`config.mk`:
```
export PLATFORM = sky130hd
export DESIGN_NAME = sprite_animator_flat
export DESIGN_NICKNAME = d
export VERILOG_FILES = /design/src/rtl/sprite_animator_if.sv /design/src/rtl/sprite_animator.sv /design/src/flat_wrapper.sv
export SDC_FILE = /design/constraint.sdc
export NUM_CORES = 1
export LEC_CHECK = 0
export BUFFER_PORTS_ARGS = -buffer_cell sky130_fd_sc_hd__buf_2
export CAP_MARGIN = 20
export CORE_MARGIN = 1.5
export CORE_UTILIZATION = 35
export DETAILED_ROUTE_END_ITERATION = 7
export PLACE_DENSITY_LB_ADDON = 0.3
export SLEW_MARGIN = 5
export SYNTH_ARGS = -nofsm -noshare
export SYNTH_HDL_FRONTEND = slang
export SYNTH_SLANG_ARGS = --single-unit
```
`constraint.sdc`:
```
create_clock -name clk -period 7 [get_ports clk]
set_input_delay 1.05 -clock clk [delete_from_list [all_inputs] [get_ports clk]]
set_output_delay 1.05 -clock clk [all_outputs]
set_load 0.02 [all_outputs]
```
`src/rtl/sprite_animator_if.sv`:
```
// Pixel-side bundle between the scan counters, the sprite ROM and the animator.
// No backpressure anywhere: ticks are single-cycle strobes, and rom_data answers rom_addr one clk later.
interface sprite_animator_if #(
   parameter int ADDR_W = 12
);
   logic              enable;
   logic              frame_tick;
   logic              move_tick;
   logic [9:0]        col;
   logic [9:0]        row;
   logic [ADDR_W-1:0] rom_addr;
   logic [11:0]       rom_data;
   logic              is_sprite;
   logic [11:0]       sprite_rgb;
   logic [3:0]        frame_idx;

   modport master (
      output enable, frame_tick, move_tick, col, row, rom_data,
      input  rom_addr, is_sprite, sprite_rgb, frame_idx
   );

   modport slave (
      input  enable, frame_tick, move_tick, col, row, rom_data,
      output rom_addr, is_sprite, sprite_rgb, frame_idx
   );
endinterface

```
`src/rtl/sprite_animator.sv`:
```
// Animated sprite renderer: N-frame loop/ping-pong animation, horizontal drift with wrap,
// colour-key transparency, and a hit flag registered to line up with the synchronous ROM.
module sprite_animator #(
   parameter int          INIT_X     = 0,
   parameter int          INIT_Y     = 0,
   parameter int          SPRITE_W   = 58,
   parameter int          SPRITE_H   = 32,
   parameter int          NUM_FRAMES = 2,
   parameter int          FRAME_DIV  = 1,
   parameter bit          PINGPONG   = 1'b0,
   parameter int          STEP_X     = 1,
   parameter int          SCREEN_W   = 640,
   parameter logic [11:0] KEY_RGB    = 12'h000,
   parameter int          ADDR_W     = 12
) (
   input logic              clk,
   input logic              rst,
   sprite_animator_if.slave bus
);

   typedef enum logic {DIR_UP, DIR_DOWN} dir_t;

   localparam logic [31:0] FRAME_PIX  = 32'(SPRITE_W * SPRITE_H);
   localparam logic [3:0]  LAST_FRAME = 4'(NUM_FRAMES - 1);
   localparam logic [7:0]  DIV_LAST   = 8'(FRAME_DIV - 1);
   localparam logic [9:0]  POS_Y      = 10'(INIT_Y);

   logic [9:0]  pos_x_q, pos_x_d;
   logic [3:0]  frame_q, frame_d;
   dir_t        dir_q, dir_d;
   logic [7:0]  div_q, div_d;
   logic        in_box_q, in_box_d;

   logic [10:0] x_end, y_end, nx;
   logic [31:0] dx, dy, addr_full;
   logic        advance;

   always_ff @(posedge clk or posedge rst) begin
      if (rst) begin
         pos_x_q  <= 10'(INIT_X);
         frame_q  <= 4'd0;
         dir_q    <= DIR_UP;
         div_q    <= 8'd0;
         in_box_q <= 1'b0;
      end else begin
         pos_x_q  <= pos_x_d;
         frame_q  <= frame_d;
         dir_q    <= dir_d;
         div_q    <= div_d;
         in_box_q <= in_box_d;
      end
   end

   // Hit test and ROM address; 11-bit bounds so a sprite near col 1023 cannot alias to the left.
   always_comb begin
      x_end     = {1'b0, pos_x_q} + 11'(SPRITE_W);
      y_end     = {1'b0, POS_Y} + 11'(SPRITE_H);
      in_box_d  = (bus.col >= pos_x_q) && ({1'b0, bus.col} < x_end) &&
                  (bus.row >= POS_Y)   && ({1'b0, bus.row} < y_end);
      dx        = 32'(bus.col) - 32'(pos_x_q);
      dy        = 32'(bus.row) - 32'(POS_Y);
      addr_full = 32'(frame_q) * FRAME_PIX + dy * 32'(SPRITE_W) + dx;
      bus.rom_addr = in_box_d ? addr_full[ADDR_W-1:0] : '0;
   end

   // Frame sequencer: the divider gates advances; dir only matters in ping-pong order.
   always_comb begin
      div_d   = div_q;
      frame_d = frame_q;
      dir_d   = dir_q;
      advance = 1'b0;
      if (bus.enable && bus.frame_tick) begin
         if (div_q == DIV_LAST) begin
            div_d   = 8'd0;
            advance = 1'b1;
         end else begin
            div_d = div_q + 8'd1;
         end
      end
      if (advance) begin
         if (NUM_FRAMES == 1) begin
            frame_d = 4'd0;
         end else if (!PINGPONG) begin
            frame_d = (frame_q == LAST_FRAME) ? 4'd0 : frame_q + 4'd1;
         end else begin
            case (dir_q)
               DIR_UP: begin
                  if (frame_q == LAST_FRAME) begin
                     dir_d   = DIR_DOWN;
                     frame_d = frame_q - 4'd1;
                  end else begin
                     frame_d = frame_q + 4'd1;
                  end
               end
               default: begin
                  if (frame_q == 4'd0) begin
                     dir_d   = DIR_UP;
                     frame_d = 4'd1;
                  end else begin
                     frame_d = frame_q - 4'd1;
                  end
               end
            endcase
         end
      end
   end

   always_comb begin
      nx      = {1'b0, pos_x_q} + 11'(STEP_X);
      pos_x_d = pos_x_q;
      if (bus.enable && bus.move_tick) begin
         pos_x_d = (nx >= 11'(SCREEN_W)) ? 10'(nx - 11'(SCREEN_W)) : nx[9:0];
      end
   end

   always_comb begin
      bus.is_sprite  = in_box_q && (bus.rom_data != KEY_RGB);
      bus.sprite_rgb = bus.is_sprite ? bus.rom_data : 12'h000;
      bus.frame_idx  = frame_q;
   end

endmodule

```
`src/flat_wrapper.sv`:
```
// flat-port wrapper written by rule: the top's interface ports become plain ports
module sprite_animator_flat 
#(
   parameter int          INIT_X     = 0,
   parameter int          INIT_Y     = 0,
   parameter int          SPRITE_W   = 58,
   parameter int          SPRITE_H   = 32,
   parameter int          NUM_FRAMES = 2,
   parameter int          FRAME_DIV  = 1,
   parameter bit          PINGPONG   = 1'b0,
   parameter int          STEP_X     = 1,
   parameter int          SCREEN_W   = 640,
   parameter logic [11:0] KEY_RGB    = 12'h000,
   parameter int          ADDR_W     = 12
)
  (clk, rst, bus_enable, bus_frame_tick, bus_move_tick, bus_col, bus_row, bus_rom_data, bus_rom_addr, bus_is_sprite, bus_sprite_rgb, bus_frame_idx);
  sprite_animator_if #(.ADDR_W(ADDR_W)) bus_i ();
  input logic clk;
  input logic rst;
  input wire logic [$bits(bus_i.enable)-1:0] bus_enable;
  input wire logic [$bits(bus_i.frame_tick)-1:0] bus_frame_tick;
  input wire logic [$bits(bus_i.move_tick)-1:0] bus_move_tick;
  input wire logic [$bits(bus_i.col)-1:0] bus_col;
  input wire logic [$bits(bus_i.row)-1:0] bus_row;
  input wire logic [$bits(bus_i.rom_data)-1:0] bus_rom_data;
  output wire logic [$bits(bus_i.rom_addr)-1:0] bus_rom_addr;
  output wire logic [$bits(bus_i.is_sprite)-1:0] bus_is_sprite;
  output wire logic [$bits(bus_i.sprite_rgb)-1:0] bus_sprite_rgb;
  output wire logic [$bits(bus_i.frame_idx)-1:0] bus_frame_idx;
  assign bus_i.enable = bus_enable;
  assign bus_i.frame_tick = bus_frame_tick;
  assign bus_i.move_tick = bus_move_tick;
  assign bus_i.col = bus_col;
  assign bus_i.row = bus_row;
  assign bus_i.rom_data = bus_rom_data;
  assign bus_rom_addr = bus_i.rom_addr;
  assign bus_is_sprite = bus_i.is_sprite;
  assign bus_sprite_rgb = bus_i.sprite_rgb;
  assign bus_frame_idx = bus_i.frame_idx;
  sprite_animator #(.INIT_X(INIT_X), .INIT_Y(INIT_Y), .SPRITE_W(SPRITE_W), .SPRITE_H(SPRITE_H), .NUM_FRAMES(NUM_FRAMES), .FRAME_DIV(FRAME_DIV), .PINGPONG(PINGPONG), .STEP_X(STEP_X), .SCREEN_W(SCREEN_W), .KEY_RGB(KEY_RGB), .ADDR_W(ADDR_W)) u_core (.clk(clk), .rst(rst), .bus(bus_i));
endmodule
```
==> metrics.yaml, run 1 <==
ant_nets: 0
worstPathMaxFanout: 3
numClockSinks: 23
cts_made_buffers: 3
syn_area_sq_um: 3730
grt_pass1_wl_mm: 13.74
grt_pass1_vias: 3012
p_leak_nw: 2.236
synth.avg_cell_area_sq_um: 8.326
drive_gt1_frac: 0.1615
cts_tree: "built"
min_period_ns: 6.740
syn_to_final_growth_pct: 15.20
clock_latency_ns: 0.27
antennaDiodeCount: 0
status: "finished, final reports clean"
drc: 0
powerDensity_nw_per_um2: 380.0
n_fill_cell: 1055
synthDistinctLibCells: 53
dp_hpwl_mm: 7.054
endpoint_kind: "output pin"
critPathKind: "input port to output pin"
grt_max_degree: 24
ys_seq_elements: 23
clk_pin_slew_ns: 0.08
worstPathArrival_ns: 5.69
start_util: 0.3613
min_path_type: "flop to flop"
fmax_ghz: 0.1484
rsz0062_at_grt: "no"
portBuffers: 65
wirelength_mm: 8.174
core_area_sq_um: 10320
first_pass_iters: 5
cts.path.max_buffers: 2
synth-seq-area-share: 0.1543
grt_usage: 0.1486
fin_worst_skew_ns: 0.001687
fp.dieW_microns: 106.2
overflow: 0
setup_viol: 0
antenna_found_initial: 0
viasPerCell: 4.877
die_h_microns: 106.2
finalMaxSlewViolations: 0
cts_root_buf: "clkbuf_8"
num_rows: 37
drt_first_iter_violations: 118
syn-num-nets: 569
syn_inst: 448
postCtsHoldBufs: 0
setup_slack_ns: 0.2603
hold_slack_ns: 0.4959
yosys_warnings: 0
hold_violations: 0
tns_ns: 0
vias: 3170
max_cap_viol_count: 0
slew_headroom: 0.4043
avgRoutedWirePerCell_microns: 12.58
synth_ff_type: "dfrtp_1"
dieArea_sq_um: 11280
async_flop_share: 1.000
gp_congestion: 0.8138
cts_max_level: 1
start_kind: "input port"
preCtsSetupSlack_ns: -0.02110
required_ns: 5.95
min_period_over_period: 0.9628
synth_edf_count: 0
worst_pin_slew_ns: 0.8854
ios: 66
vdd_drop_max_v: 0.0001746
nets: 636
what timing repair did:
item                                   in CTS  in global routing
pin swaps                                   0                  2
gates resized for setup                     1                  3
setup endpoints to repair                   1                  1
endpoints found under the hold margin       0                  0
setup buffers                               0                  1
final cells by class:
class | count | area [sq um] | area share
multi-input cells | 336 | 2839 | 0.6607
flip-flops and latches | 23 | 575.6 | 0.1340
repair buffers | 69 | 357.8 | 0.08328
inverters | 82 | 307.8 | 0.07164
well taps | 136 | 170.2 | 0.03960
clock buffers | 3 | 41.29 | 0.009610
clock inverters | 1 | 5.005 | 0.001165
metal layers:
layer	wire length, microns	part of all wire	GRT usage
met1	4110	0.50	0.2213
met2	3768	0.46	0.2355
met3	261	0.032	0.01839
met4	34	0.0042	0.01737
met5	0	0	0
synth_stat cells, types with 2 or more instances:
master     n  area share
nor4_1     5      0.0084
fa_1      21        0.11
and3_1     4      0.0067
or3_1      2      0.0034
nor4b_1    2      0.0047
nand4_1    5      0.0084
nand3_1    9       0.012
dfrtp_1   23        0.15
clkbuf_1   3      0.0030
and2_1    15       0.025
o21bai_1   2      0.0040
xor2_1    13       0.031
nand2_1   30       0.030
nor2b_1    3      0.0050
o21ai_0   17       0.023
inv_1     81       0.082
o211ai_1   3      0.0060
a21oi_1   24       0.032
a21o_1     8       0.016
xnor2_1   36       0.085
o41ai_1    3      0.0070
o311ai_1   2      0.0047
a211oi_1   3      0.0060
buf_2      4      0.0054
ha_1      63        0.21
nor3_1    11       0.015
o21a_1     2      0.0040
nor2_1    27       0.027
and4_1     2      0.0047
o31ai_1    2      0.0040
cell usage in the layout, fill, tap and decap left out, types with 2 or more instances in the layout:
cell / count
nand3_1: 9
nor4b_1: 2
a21oi_1: 23
o21a_1: 2
nor2_1: 27
o21bai_1: 2
xnor2_1: 35
xor2_1: 13
buf_2: 64
nor4_1: 5
nor2b_1: 3
xnor2_2: 2
or3_1: 2
nor3_1: 11
nand4_1: 5
o31ai_1: 2
o311ai_1: 2
a211oi_1: 3
nand2_1: 30
dfrtp_1: 23
inv_1: 81
and4_1: 2
and2_1: 15
a21oi_2: 2
fa_1: 21
clkbuf_8: 3
ha_1: 62
o21ai_0: 17
o41ai_1: 3
and3_1: 4
buf_4: 5
a21o_1: 8
o211ai_1: 3
per-stage QoR:
| stage | util | cell area, sq um | instances | power, mW |
|---|---|---|---|---|
| after floorplan | - | 3730 | 448 | 1.279 |
| after global placement | 0.4084 | 4217 | 645 | 1.520 |
| after detailed placement | 0.4084 | 4217 | 645 | 1.537 |
| after CTS | 0.4133 | 4267 | 649 | 1.635 |
| after global routing | 0.4162 | 4297 | 650 | 1.870 |
| final | 0.4162 | 4297 | 650 | 1.633 |
critical path: stages:
cell,delay [ns]
buf_2,0.12
inv_1,0.09
fa_1,0.51
inv_1,0.05
ha_1,0.32
fa_1,0.57
ha_4,0.22
a21o_1,0.16
a21oi_2,0.17
o21bai_1,0.08
a21oi_1,0.17
xnor2_1,0.10
fa_1,0.46
xnor2_2,0.15
xnor2_1,0.16
xnor3_1,0.25
and3_4,0.19
or3_1,0.36
a21o_1,0.20
a21oi_2,0.14
buf_4,0.15
state kept, by name, summed over array words and instances (netlist names):
signal	count
u_core.bus.frame_idx	4
u_core.div_q	8
u_core.in_box_q	1
u_core.pos_x_q	10
power breakdown:
group	internal, mW	leakage [nW]	switching (mW)	total [mW]
Combinational	0.601	1.92	0.725	1.33
Sequential	0.165	0.293	0.0580	0.223
Clock	0.0398	0.0255	0.0443	0.0841
worst paths after layout:
path	start	to	slack, ns	depth (start not counted)
hold reg to reg	u_core.div_q[4]	u_core.div_q[4]	0.50	1
max in group asynchronous	rst	u_core.bus.frame_idx[0]	5.53	2
setup reg to reg	u_core.pos_x_q[5]	u_core.in_box_q	4.21	11
min in group asynchronous	rst	u_core.div_q[1]	0.94	2
setup / recovery	bus_row[2]	bus_rom_addr[11]	0.26	21
hold / removal	u_core.div_q[4]	u_core.div_q[4]	0.50	1
cells by family (layout without fill, tap and decap cells):
kind of cell               after synthesis  after routing  synth area share
DFF                                     23             23            0.1543
adders and majority gates               84             84            0.3241
buffers and inverters                   89            155           0.09091
xor gates and xnor gates                51             51            0.1255
muxes                                    1              1          0.003019
AOI/OAI and AO/OA                       80             80            0.1402
and+or+nand+nor                        120            120            0.1620
Note: power is estimated with default switching activity, not from simulation.
==> inputs of run 2 (changes only) <==
--- a/config.mk
+++ b/config.mk
@@ -11,7 +11,7 @@
 export CORE_UTILIZATION = 35
 export DETAILED_ROUTE_END_ITERATION = 7
 export PLACE_DENSITY_LB_ADDON = 0.3
-export SLEW_MARGIN = 5
+export REMOVE_ABC_BUFFERS = 1
 export SYNTH_ARGS = -nofsm -noshare
 export SYNTH_HDL_FRONTEND = slang
 export SYNTH_SLANG_ARGS = --single-unit
==> run 2 against run 1 <==
  * Via count is 0.22% lower
  * Sequential power is 2% higher
  * Critical path depth stayed put
  * Die area stayed put
  * Register-to-register slack worse by 0.42 ns
  * Final cell count is 0.15% lower
  * Non-clock buffer count is 1 lower
  * Global-route usage is 0.26 points higher
  * Routed wire length is 1.0% higher
  * Setup slack worse by 0.0059 ns
  * Maximum frequency hardly changed
  * Clock power is 3.1% lower
  * Critical path type unchanged
  * Largest power group unchanged
==> metrics.yaml, run 2 (same netlist as run 1, synthesis figures left out) <==
vias: 3163  # was 3170
total_power_mw: 1.610  # was 1.633 mW
fmax_ghz: 0.1482  # was 0.1484 GHz
largest_reg_flops: 10  # unchanged
ios: 66  # unchanged
gp_congestion: 0.8289  # was 0.8138
regArea_sq_um: 575.6  # unchanged
finalMaxSlewViolations: 0  # unchanged
status: "finished, final reports clean"  # unchanged
dp_hpwl_mm: 7.188  # was 7.054 mm
max_cap_viol_count: 0  # unchanged
p_leak_nw: 2.228  # was 2.236 nW
worst_pin_slew_ns: 1.139  # was 0.8854 ns
dp.cells: 645  # unchanged
min_delay_worst_endpoint: "u_core.div_q[7]"  # was u_core.div_q[4]
start_util: 0.3613  # unchanged
min_period_over_period: 0.9637  # was 0.9628
grt_usage: 0.1513  # was 0.1486
overflow: 0  # unchanged
clock_latency_ns: 0.26  # was 0.27 ns
layout_common_cells: "inv_1, buf_2, ha_1"  # unchanged
nets: 635  # was 636
drc: 0  # unchanged
finalInstanceArea_sq_um: 4269  # was 4297 sq um
placed_area_sq_um: 4217  # unchanged
ant_nets: 0  # unchanged
n_fill_cell: 1024  # was 1055
portBuffers: 65  # unchanged
numClockSinks: 23  # unchanged
cts_max_level: 1  # unchanged
multiInputGateArea_sq_um: 2819  # was 2839 sq um
top_register: "u_core.pos_x_q"  # unchanged
dieArea_sq_um: 11280  # unchanged
endpoint_kind: "output pin"  # unchanged
cts_made_buffers: 3  # unchanged
vdd_drop_max_v: 0.0001790  # was 0.0001746 V
hold_violations: 0  # unchanged
drive_gt1_frac: 0.1559  # was 0.1615
r2r_end: "u_core.in_box_q"  # unchanged
clk_pin_slew_ns: 0.08  # about the same
required_ns: 5.95  # about the same
rsz0062_at_grt: "no"  # unchanged
worstRegToRegCells: 8  # was 11
antenna_found_initial: 0  # unchanged
grt_pass1_wl_mm: 14.13  # was 13.74 mm
worstPathArrival_ns: 5.70  # was 5.69 ns
viasPerCell: 4.874  # was 4.877
fin_worst_skew_ns: 0.003204  # was 0.001687 ns
tns_ns: 0  # unchanged
grt_max_degree: 24  # unchanged
r2r_start: "u_core.pos_x_q[1]"  # was u_core.pos_x_q[5]
antennaDiodeCount: 0  # unchanged
cts_tree: "built"  # unchanged
min_period_ns: 6.746  # was 6.740 ns
r2r_slack_ns: 3.79  # was 4.21 ns
cts.path.max_buffers: 2  # unchanged
syn_to_final_growth_pct: 14.46  # was 15.20%
powerDensity_nw_per_um2: 377.2  # was 380.0 nW/um^2
fp.dieW_microns: 106.2  # unchanged
grt_pass1_vias: 3141  # was 3012
core_area_sq_um: 10320  # unchanged
start_kind: "input port"  # unchanged
num_rows: 37  # unchanged
die_h_microns: 106.2  # unchanged
avgRoutedWirePerCell_microns: 12.72  # was 12.58 microns
wirelength_mm: 8.256  # was 8.174 mm
postLayoutCoreUtil: 0.4135  # was 0.4162
layout_commonest_cell: "inv_1"  # unchanged
drt_first_iter_violations: 153  # was 118
critPathKind: "input port to output pin"  # unchanged
setup_viol: 0  # unchanged
slew_headroom: 0.2361  # was 0.4043
min_path_type: "flop to flop"  # unchanged
stdcell_count: 649  # was 650
first_pass_iters: 4  # was 5
whs_path_depth: 1  # unchanged
cts_root_buf: "clkbuf_8"  # unchanged
worstPathMaxFanout: 3  # unchanged
hold_start: "u_core.div_q[7]"  # was u_core.div_q[4]
## run 2: cell types whose count changed in the layout (fill, tap and decap cells not counted)
| cell | previous run | this run |
|---|---|---|
| ha_4 | 1 | 0 |
| xnor2_2 | 2 | 1 |
| buf_4 | 5 | 4 |
| xnor2_1 | 35 | 36 |
| ha_1 | 62 | 63 |
## run 2: how the worst max path moves through the flow
stage                     from                to
floorplan           bus_row[1]  bus_rom_addr[11]
CTS                 bus_row[2]  bus_rom_addr[11]
global route        bus_row[2]  bus_rom_addr[11]
global placement    bus_row[2]  bus_rom_addr[11]
detailed placement  bus_row[2]  bus_rom_addr[11]
finish              bus_row[2]  bus_rom_addr[11]
## run 2: report_power, final
group | internal [mW] | total [mW] | switching, mW
Clock | 0.0397 | 0.0815 | 0.0418
Sequential | 0.165 | 0.227 | 0.0619
Combinational | 0.585 | 1.30 | 0.717
## run 2: area by class of cell
type,count,share of cell area
multi-input combinational,336,0.6603
clock buffer,3,0.009672
clock inverter,1,0.001172
tap,136,0.03986
timing repair buffer,68,0.08206
sequential,23,0.1348
inverter,82,0.07210
## run 2: timing repair
action                     in CTS  in global routing
cloned                          0                  0
gates resized for setup         1                  1
buffers inserted                0                  0
hold buffers                    0                  0
setup endpoints to repair       1                  1
pin swaps                       0                  1
## run 2: worst max-delay path: stages
cell and delay [ns]:
buf_2 0.12, inv_1 0.09, fa_1 0.51, inv_1 0.05
ha_1 0.30, fa_1 0.47, ha_1 0.34, a21o_1 0.18
a21oi_2 0.16, o21bai_1 0.08, a21oi_1 0.17, xnor2_1 0.11
fa_1 0.43, xnor2_1 0.19, xnor2_1 0.15, xnor3_1 0.25
and3_4 0.19, or3_1 0.36, a21o_1 0.20, a21oi_2 0.13
buf_4 0.16
## run 2: layer usage
| metal | vias up | share of wire | track usage |
|---|---|---|---|
| met1 | 1496 | 0.49 | 0.2036 |
| met5 | - | 0 | 0 |
| li1 | 1628 | - | - |
| met3 | 0 | 0.024 | 0.01778 |
| met4 | 0 | 0 | 0.006757 |
| met2 | 39 | 0.49 | 0.2719 |
## run 2: metrics by stage
stage / hold WS, ns / setup WS, ns
floorplan: 0.4465 / 0.3993
global placement: 0.4702 / 0.06702
detailed placement: 0.4758 / -0.004781
CTS: 0.4915 / 0.03403
global route: 0.5188 / 0.01115
finish: 0.4891 / 0.2544
